==> config.mk <==
export PLATFORM = sky130hd
export DESIGN_NAME = string4_eval_flat
export DESIGN_NICKNAME = d
export VERILOG_FILES = /design/src/rtl/string4_eval_if.sv /design/src/rtl/string4_eval.sv /design/src/flat_wrapper.sv
export SDC_FILE = /design/constraint.sdc
export NUM_CORES = 1
export LEC_CHECK = 0
export ABC_AREA = 1
export BUFFER_PORTS_ARGS = -buffer_cell sky130_fd_sc_hd__buf_2
export CAP_MARGIN = 20
export CORE_MARGIN = 3
export CORE_UTILIZATION = 40
export CTS_CLUSTER_DIAMETER = 60
export DETAILED_ROUTE_END_ITERATION = 6
export GPL_ROUTABILITY_DRIVEN = 0
export PLACE_DENSITY_LB_ADDON = 0.08
export SLEW_MARGIN = 25
export SYNTH_ARGS = -nofsm -noshare
export SYNTH_HDL_FRONTEND = slang
export SYNTH_SLANG_ARGS = --single-unit
==> constraint.sdc <==
create_clock -name clk -period 9.5 [get_ports clk]
set_input_delay 0 -clock clk [delete_from_list [all_inputs] [get_ports clk]]
set_output_delay 0 -clock clk [all_outputs]
set_load 0.005 [all_outputs]
==> src/rtl/string4_eval_if.sv <==
// Character-stream bus for string4_eval: one ASCII byte in per clock,
// registered legality flag and running value out.
interface string4_eval_if;
  logic [7:0] in;
  logic       out;
  logic [7:0] res;

  modport master (output in, input out, input res);
  modport slave  (input in, output out, output res);
endinterface

==> src/rtl/string4_eval.sv <==
// Serial recognizer/evaluator for expressions of single digits joined by '+'
// and '*', with '*' binding tighter; all arithmetic wraps modulo 256.
module string4_eval (
  input  logic           clk,
  input  logic           clr,
  string4_eval_if.slave  bus
);

  typedef enum logic [2:0] {INIT, NUM, OPA, OPM, ERR} state_t;

  // Declaration initializers give the same power-up values as a clr.
  state_t     state = INIT;
  logic [7:0] sum   = 8'd0;
  logic [7:0] prod  = 8'd0;
  logic       out_q = 1'b0;
  logic [7:0] res_q = 8'd0;

  state_t     state_n;
  logic [7:0] sum_n;
  logic [7:0] prod_n;
  logic       out_n;
  logic [7:0] res_n;

  logic       is_dig;
  logic       is_add;
  logic       is_mul;
  logic [7:0] digit;

  assign is_dig = (bus.in >= 8'h30) && (bus.in <= 8'h39);
  assign is_add = (bus.in == 8'h2B);
  assign is_mul = (bus.in == 8'h2A);
  assign digit  = bus.in - 8'h30;

  // sum holds the completed '+' terms, prod the term still being multiplied.
  always_comb begin
    state_n = state;
    sum_n   = sum;
    prod_n  = prod;

    unique case (state)
      INIT, OPA: begin
        if (is_dig) begin
          state_n = NUM;
          prod_n  = digit;
        end else begin
          state_n = ERR;
        end
      end
      OPM: begin
        if (is_dig) begin
          state_n = NUM;
          prod_n  = prod * digit;
        end else begin
          state_n = ERR;
        end
      end
      NUM: begin
        if (is_add) begin
          state_n = OPA;
          sum_n   = sum + prod;
          prod_n  = 8'd0;
        end else if (is_mul) begin
          state_n = OPM;
        end else begin
          state_n = ERR;
        end
      end
      ERR: state_n = ERR;
      default: state_n = ERR;
    endcase

    out_n = (state_n == NUM);
    if ((state_n == ERR) || (state_n == INIT))
      res_n = 8'd0;
    else
      res_n = sum_n + prod_n;
  end

  always_ff @(posedge clk) begin
    if (clr) begin
      state <= INIT;
      sum   <= 8'd0;
      prod  <= 8'd0;
      out_q <= 1'b0;
      res_q <= 8'd0;
    end else begin
      state <= state_n;
      sum   <= sum_n;
      prod  <= prod_n;
      out_q <= out_n;
      res_q <= res_n;
    end
  end

  assign bus.out = out_q;
  assign bus.res = res_q;

endmodule

==> src/flat_wrapper.sv <==
// flat-port wrapper written by rule: the top's interface ports become plain ports
module string4_eval_flat 
  (clk, clr, bus_in, bus_out, bus_res);
  string4_eval_if bus_i ();
  input  logic clk;
  input  logic clr;
  input wire logic [$bits(bus_i.in)-1:0] bus_in;
  output wire logic [$bits(bus_i.out)-1:0] bus_out;
  output wire logic [$bits(bus_i.res)-1:0] bus_res;
  assign bus_i.in = bus_in;
  assign bus_out = bus_i.out;
  assign bus_res = bus_i.res;
  string4_eval u_core (.clk(clk), .clr(clr), .bus(bus_i));
endmodule
==> results.sh, run 1 <==
export IMPL_status="finished, final reports clean"
export IMPL_routed_via_density=4.79
export IMPL_final_period_utilization=0.469
export IMPL_crit_required_ns=9.66
export IMPL_synth_cell_types=38
export IMPL_cts_htree_levels=1
export IMPL_dp_hpwl_um=5450
export IMPL_vias=2504
export IMPL_synth_top_area_frac=0.199
export IMPL_cts_resized=0
export IMPL_stdcell_area_sq_um=3050
export IMPL_antenna_cells=0
export IMPL_cts_buffers=3
export IMPL_fin_setup_tns_ns=0
export IMPL_cellLeakagePower_nw=1.71
export IMPL_holdCritPathClass="primary input to flop"
export IMPL_tightest_slew_ns=0.576
export IMPL_post_drt_wl_per_cell_um=12.6
export IMPL_worstPathArrival_ns=4.62
export IMPL_cts_tree="yes"
export IMPL_critPathKind="flop to flop"
export IMPL_reg2reg_depth=18
export IMPL_grt_antenna_before_repair=0
export IMPL_drc=0
export IMPL_nets=487
export IMPL_async_flop_share=0
export IMPL_synth_commonest_cells="nand2_1, inv_1, nor2_1, ha_1, dfxtp_1"
export IMPL_numClockSinks=28
export IMPL_die_area_sq_um=8080
export IMPL_clockRootBuffer="clkbuf_8"
export IMPL_power_density_nw_per_um2=78.3
export IMPL_gr_total_overflow=0
export IMPL_hold_depth=2
export IMPL_finalMaxSlewViolations=0
export IMPL_port_buffer_count=18
export IMPL_initial_core_util=0.429
export IMPL_ys_ff_latch=28
export IMPL_die_h_um=89.9
export IMPL_cp_max_fo=11
export IMPL_synth_cells=417
export IMPL_synth_largest_area_cell="dfxtp_1"
export IMPL_rsz0062_at_grt="no"
export IMPL_first_global_vias=2470
export IMPL_syn_to_final_growth_pct=8.26
export IMPL_layout_min_cycle_time_ns=4.46
export IMPL_syn_nets=473
export IMPL_cap_violations=0
export IMPL_core_area_sq_um=6570
export IMPL_hold_violations=0
export IMPL_fin_worst_skew_ns=0.00520
export IMPL_synth_area_per_cell_sq_um=6.75
export IMPL_drt_iter0_drc=94
export IMPL_fmax_mhz=224
export IMPL_yosys_top_cells_area="dfxtp_1, nand2_1, ha_1"
export IMPL_dieWidth_um=89.9
export IMPL_post_cts_buffers=0
export IMPL_ant_nets=0
export IMPL_placed_area_sq_um=2980
export IMPL_ys_seq_area_frac=0.199
export IMPL_slew_headroom=0.616
export IMPL_grt_pass1_wl_um=11300
export IMPL_cts_hold_buf=0
export IMPL_cts_buffer_depth=2
export IMPL_end_kind="flop"
export IMPL_setup_violations_final=0
export IMPL_grt_usage=0.167
export IMPL_ir_drop_uv=53.3
export IMPL_start_kind="flop"
export IMPL_drive_above_1_share=0.0977
export IMPL_drt_total_wl_um=6570
export IMPL_clkTransAtPathRegs_ns=0.10
export IMPL_pin_count=19
export IMPL_dr_pass1_iters=4
export IMPL_synth_edf_count=0
export IMPL_yosys_warnings=0
export IMPL_grt_max_degree=21
export IMPL_synth_ff_type="dfxtp_1"
export IMPL_synth_area_sq_um=2820
export IMPL_yosysMostFrequentCell="nand2_1"
export IMPL_clkLatencyLatePin_ns=0.28
export IMPL_rows=29
## state kept, by name (all words and copies together), names as in the netlist
signal,count
u_core.prod,8
u_core.sum,8
u_core.bus.res,8
u_core.bus.out,1
u_core.state,3
## placed cells by master, fill, tap and decap left out, types with 2 or more instances in the layout
cell type,n
o21a_1,2
xor2_1,6
nand3_2,3
nor3b_1,2
buf_2,18
fa_1,14
clkbuf_8,3
dfxtp_1,28
inv_1,77
a21oi_1,24
nand3_1,24
ha_1,32
o21ai_0,10
xnor2_1,2
nor2_1,33
nand2_2,3
a31oi_1,2
or2_2,5
inv_2,5
nand2_1,114
a211oi_1,4
nand3b_1,3
## power breakdown
part,internal (mW),switching (mW)
Clock,0.0564,0.0385
Combinational,0.00744,0.0169
Sequential,0.118,0.00147
Total,0.182,0.0568
## worst paths after layout
path / start / endpoint / slack [ns]
max: u_core.prod[1] / u_core.bus.res[7] / 5.04
min: clr / u_core.sum[1] / 0.12
max reg2reg: u_core.prod[1] / u_core.bus.res[7] / 5.04
min reg2reg: u_core.sum[5] / u_core.sum[5] / 0.50
## through the flow
stage	instances	setup WS, ns	utilization	power (mW)	hold WS (ns)
after floorplan	417	5.35	-	0.140	0.178
after CTS	523	5.03	0.464	0.243	0.118
after global routing	523	4.73	0.464	0.250	0.133
after detailed placement	519	5.04	0.453	0.147	0.375
final	523	5.04	0.464	0.239	0.119
after global placement	519	5.05	0.453	0.147	0.383
## layout make-up
| cell class | count | area (sq um) |
|---|---|---|
| inverters | 82 | 308 |
| flip-flops and latches | 28 | 561 |
| multi-input cells | 298 | 1900 |
| well taps | 93 | 116 |
| fillers | 685 | 3520 |
| clock inverters | 1 | 30.0 |
| clock buffers | 3 | 41.3 |
| repair buffers | 18 | 90.1 |
## metal layers
layer  track usage  part of all wire
met4        0.0523             0.010
met2         0.297              0.48
met5             0                 0
met1         0.215              0.49
met3        0.0142             0.024
## worst max-delay path, stage by stage (launching register included)
cell	delay, ns
dfxtp_1	0.70
inv_1	0.12
nor2_1	0.17
fa_1	0.20
inv_1	0.06
fa_1	0.56
fa_1	0.44
fa_1	0.55
inv_1	0.05
ha_1	0.33
nand2_1	0.08
nand2_1	0.04
o221ai_1	0.21
nand2_1	0.11
ha_1	0.33
a21oi_1	0.18
inv_1	0.07
nand3_2	0.08
a21oi_2	0.05
## kinds of logic (layout without fill, tap and decap cells)
| family | count (synthesis) | after routing | synth area share |
|---|---|---|---|
| AO/OA/AOI/OAI | 51 | 51 | 0.109 |
| AND/OR/NAND/NOR | 193 | 193 | 0.300 |
| XOR/XNOR | 8 | 8 | 0.0249 |
| flip-flops | 28 | 28 | 0.199 |
| buffers and inverters | 91 | 104 | 0.125 |
| adder cells (fa/ha/maj) | 46 | 46 | 0.242 |
(Power assumes the default switching activity.)
==> run 2: changes to the inputs <==
==> constraint.sdc (replaced) <==
create_clock -name clk -period 3.79 [get_ports clk]
set_input_delay 0 -clock clk [delete_from_list [all_inputs] [get_ports clk]]
set_output_delay 0 -clock clk [all_outputs]
set_load 0.005 [all_outputs]
==> results.sh, run 2 (synthesis results as in run 1) <==
export IMPL_die_h_um=89.9
export IMPL_power_density_nw_per_um2=161
export IMPL_violations="negative setup slack"
export IMPL_wl_met1_um=3110
export IMPL_final_period_utilization=1.01
export IMPL_drt_iter0_drc=84
export IMPL_post_drt_wl_per_cell_um=12.3
export IMPL_cpMostUsedCell="nand2_1"
export IMPL_met3_length_um=118
export IMPL_first_global_vias=2589
export IMPL_finalMaxSlewViolations=0
export IMPL_p_comb_frac=0.141
export IMPL_met2WireLength_um=3320
export IMPL_min_from="bus_in[0]"
export IMPL_syn_to_final_growth_pct=19.1
export IMPL_mostFrequentLayoutCell="nand2_1"
export IMPL_port_buffer_count=18
export IMPL_drt_total_wl_um=6690
export IMPL_grt_usage=0.174
export IMPL_antenna_cells=0
export IMPL_power_total_mw=0.542
export IMPL_cts_buffer_depth=2
export IMPL_cp_max_fo=4
export IMPL_holdCritPathClass="primary input to flop"
export IMPL_grt_antenna_before_repair=0
export IMPL_p_clk_frac=0.311
export IMPL_tightest_slew_ns=0.466
export IMPL_ir_drop_uv=139
export IMPL_grt_max_degree=21
export IMPL_drive_above_1_share=0.231
export IMPL_die_area_sq_um=8080
export IMPL_fin_util=0.511
export IMPL_fmax_mhz=262
export IMPL_timing_rr_start="u_core.prod[3]"
export IMPL_cellLeakagePower_nw=1.81
export IMPL_initial_core_util=0.429
export IMPL_layout_min_cycle_time_ns=3.82
export IMPL_core_area_sq_um=6570
export IMPL_crit_path_start="u_core.prod[3]"
export IMPL_cts_htree_levels=1
export IMPL_start_kind="flop"
export IMPL_critPathMaxStageDelay_ns=0.52
export IMPL_clkLatencyLatePin_ns=0.28
export IMPL_cts_hold_buf=0
export IMPL_drc=0
export IMPL_stdcell_area_sq_um=3360
export IMPL_p_int_mw=0.394
export IMPL_cts_tree="yes"
export IMPL_hold_violations=0
export IMPL_cts_buffers=3
export IMPL_cap_violations=0
export IMPL_crit_required_ns=4.01
export IMPL_multi_input_area_sq_um=2060
export IMPL_gr_total_overflow=0
export IMPL_clockRootBuffer="clkbuf_8"
export IMPL_critPathKind="flop to flop"
export IMPL_dr_pass1_iters=4
export IMPL_rows=29
export IMPL_placed_area_sq_um=3200
export IMPL_slew_headroom=0.686
export IMPL_power_switching_mw=0.148
export IMPL_clkTransAtPathRegs_ns=0.10
export IMPL_rrSetupSlack_ns=-0.03
export IMPL_pin_count=19
export IMPL_worstPathArrival_ns=4.03
export IMPL_cp_slowest_cell="fa_1"
export IMPL_dp_hpwl_um=5520
export IMPL_rsz0062_at_grt="yes"
export IMPL_sequentialPowerShare=0.548
export IMPL_setup_violations_final=1
export IMPL_area_sequential_sq_um=574
export IMPL_dieWidth_um=89.9
export IMPL_status="complete, but fails checks"
export IMPL_ant_nets=0
export IMPL_numClockSinks=28
export IMPL_fill_cells=646
export IMPL_fin_ws_ns=-0.0262
export IMPL_fin_worst_skew_ns=0.00548
export IMPL_nets=509
export IMPL_routed_via_density=4.78
export IMPL_end_kind="flop"
export IMPL_top_layer_used="met4"
export IMPL_grt_pass1_wl_um=11700
export IMPL_swShare=0.274
export IMPL_vias=2598
export IMPL_post_cts_buffers=0
export IMPL_final_cell_mix="nand2_1, inv_1, nor2_1"
run 2: changes by cell type in the layout (fill, tap and decap cells not counted), sizes merged:
cell / previous run / this run
bufinv: 1 / 0
buf: 18 / 40
run 2: worst max-delay path, delay by kind of cell, from the launching register on:
| kind | cells | cell delay, ns |
|---|---|---|
| flip-flops | 1 | 0.37 |
| AO/OA/AOI/OAI | 1 | 0.12 |
| AND/OR/NAND/NOR | 14 | 0.93 |
| adder cells (fa/ha/maj) | 5 | 2.07 |
| buffers and inverters | 5 | 0.24 |
run 2: what timing repair did:
| action | in CTS | in global routing |
|---|---|---|
| setup endpoints to repair | 3 | 3 |
| pin swaps | 18 | 10 |
| endpoints found under the hold margin | 0 | 0 |
| gates resized for setup | 25 | 9 |
run 2: path summary, 6_finish.rpt:
path                       end  cells past startpoint
max          u_core.bus.res[7]                     25
min             u_core.prod[0]                      3
max reg2reg  u_core.bus.res[7]                     25
min reg2reg      u_core.sum[5]                      2
run 2: per-stage QoR:
stage                     worst slack [ns]  hold WS [ns]  std cells  setup TNS [ns]
after global placement              -0.212         0.377        541          -0.333
after CTS                          -0.0563        0.0991        544         -0.0563
after detailed placement            -0.187         0.378        541          -0.298
final                              -0.0262         0.108        544         -0.0262
after global routing                -0.278         0.111        544          -0.514
after floorplan                     0.0146         0.178        417               0
run 2: metal layers:
| metal | vias up | track usage |
|---|---|---|
| met2 | 30 | 0.318 |
| met4 | 0 | 0.0548 |
| met3 | 11 | 0.0159 |
| met5 | - | 0 |
| li1 | 1375 | - |
| met1 | 1182 | 0.214 |
run 2: layout make-up:
cell class | instances | area share
Multi-Input combinational cell | 298 | 0.613
Sequential cell | 28 | 0.171
Inverter | 82 | 0.0917
Timing Repair Buffer | 40 | 0.0772
Tap cell | 93 | 0.0347
Clock buffer | 3 | 0.0123
run 2: power by group through the flow:
stage               clock network, mW  registers [mW]  logic (mW)
global placement                    0           0.306      0.0724
CTS                             0.172           0.297      0.0754
floorplan                           0           0.305      0.0469
global route                    0.184           0.298      0.0858
finish                          0.169           0.297      0.0762
detailed placement                  0           0.306      0.0728
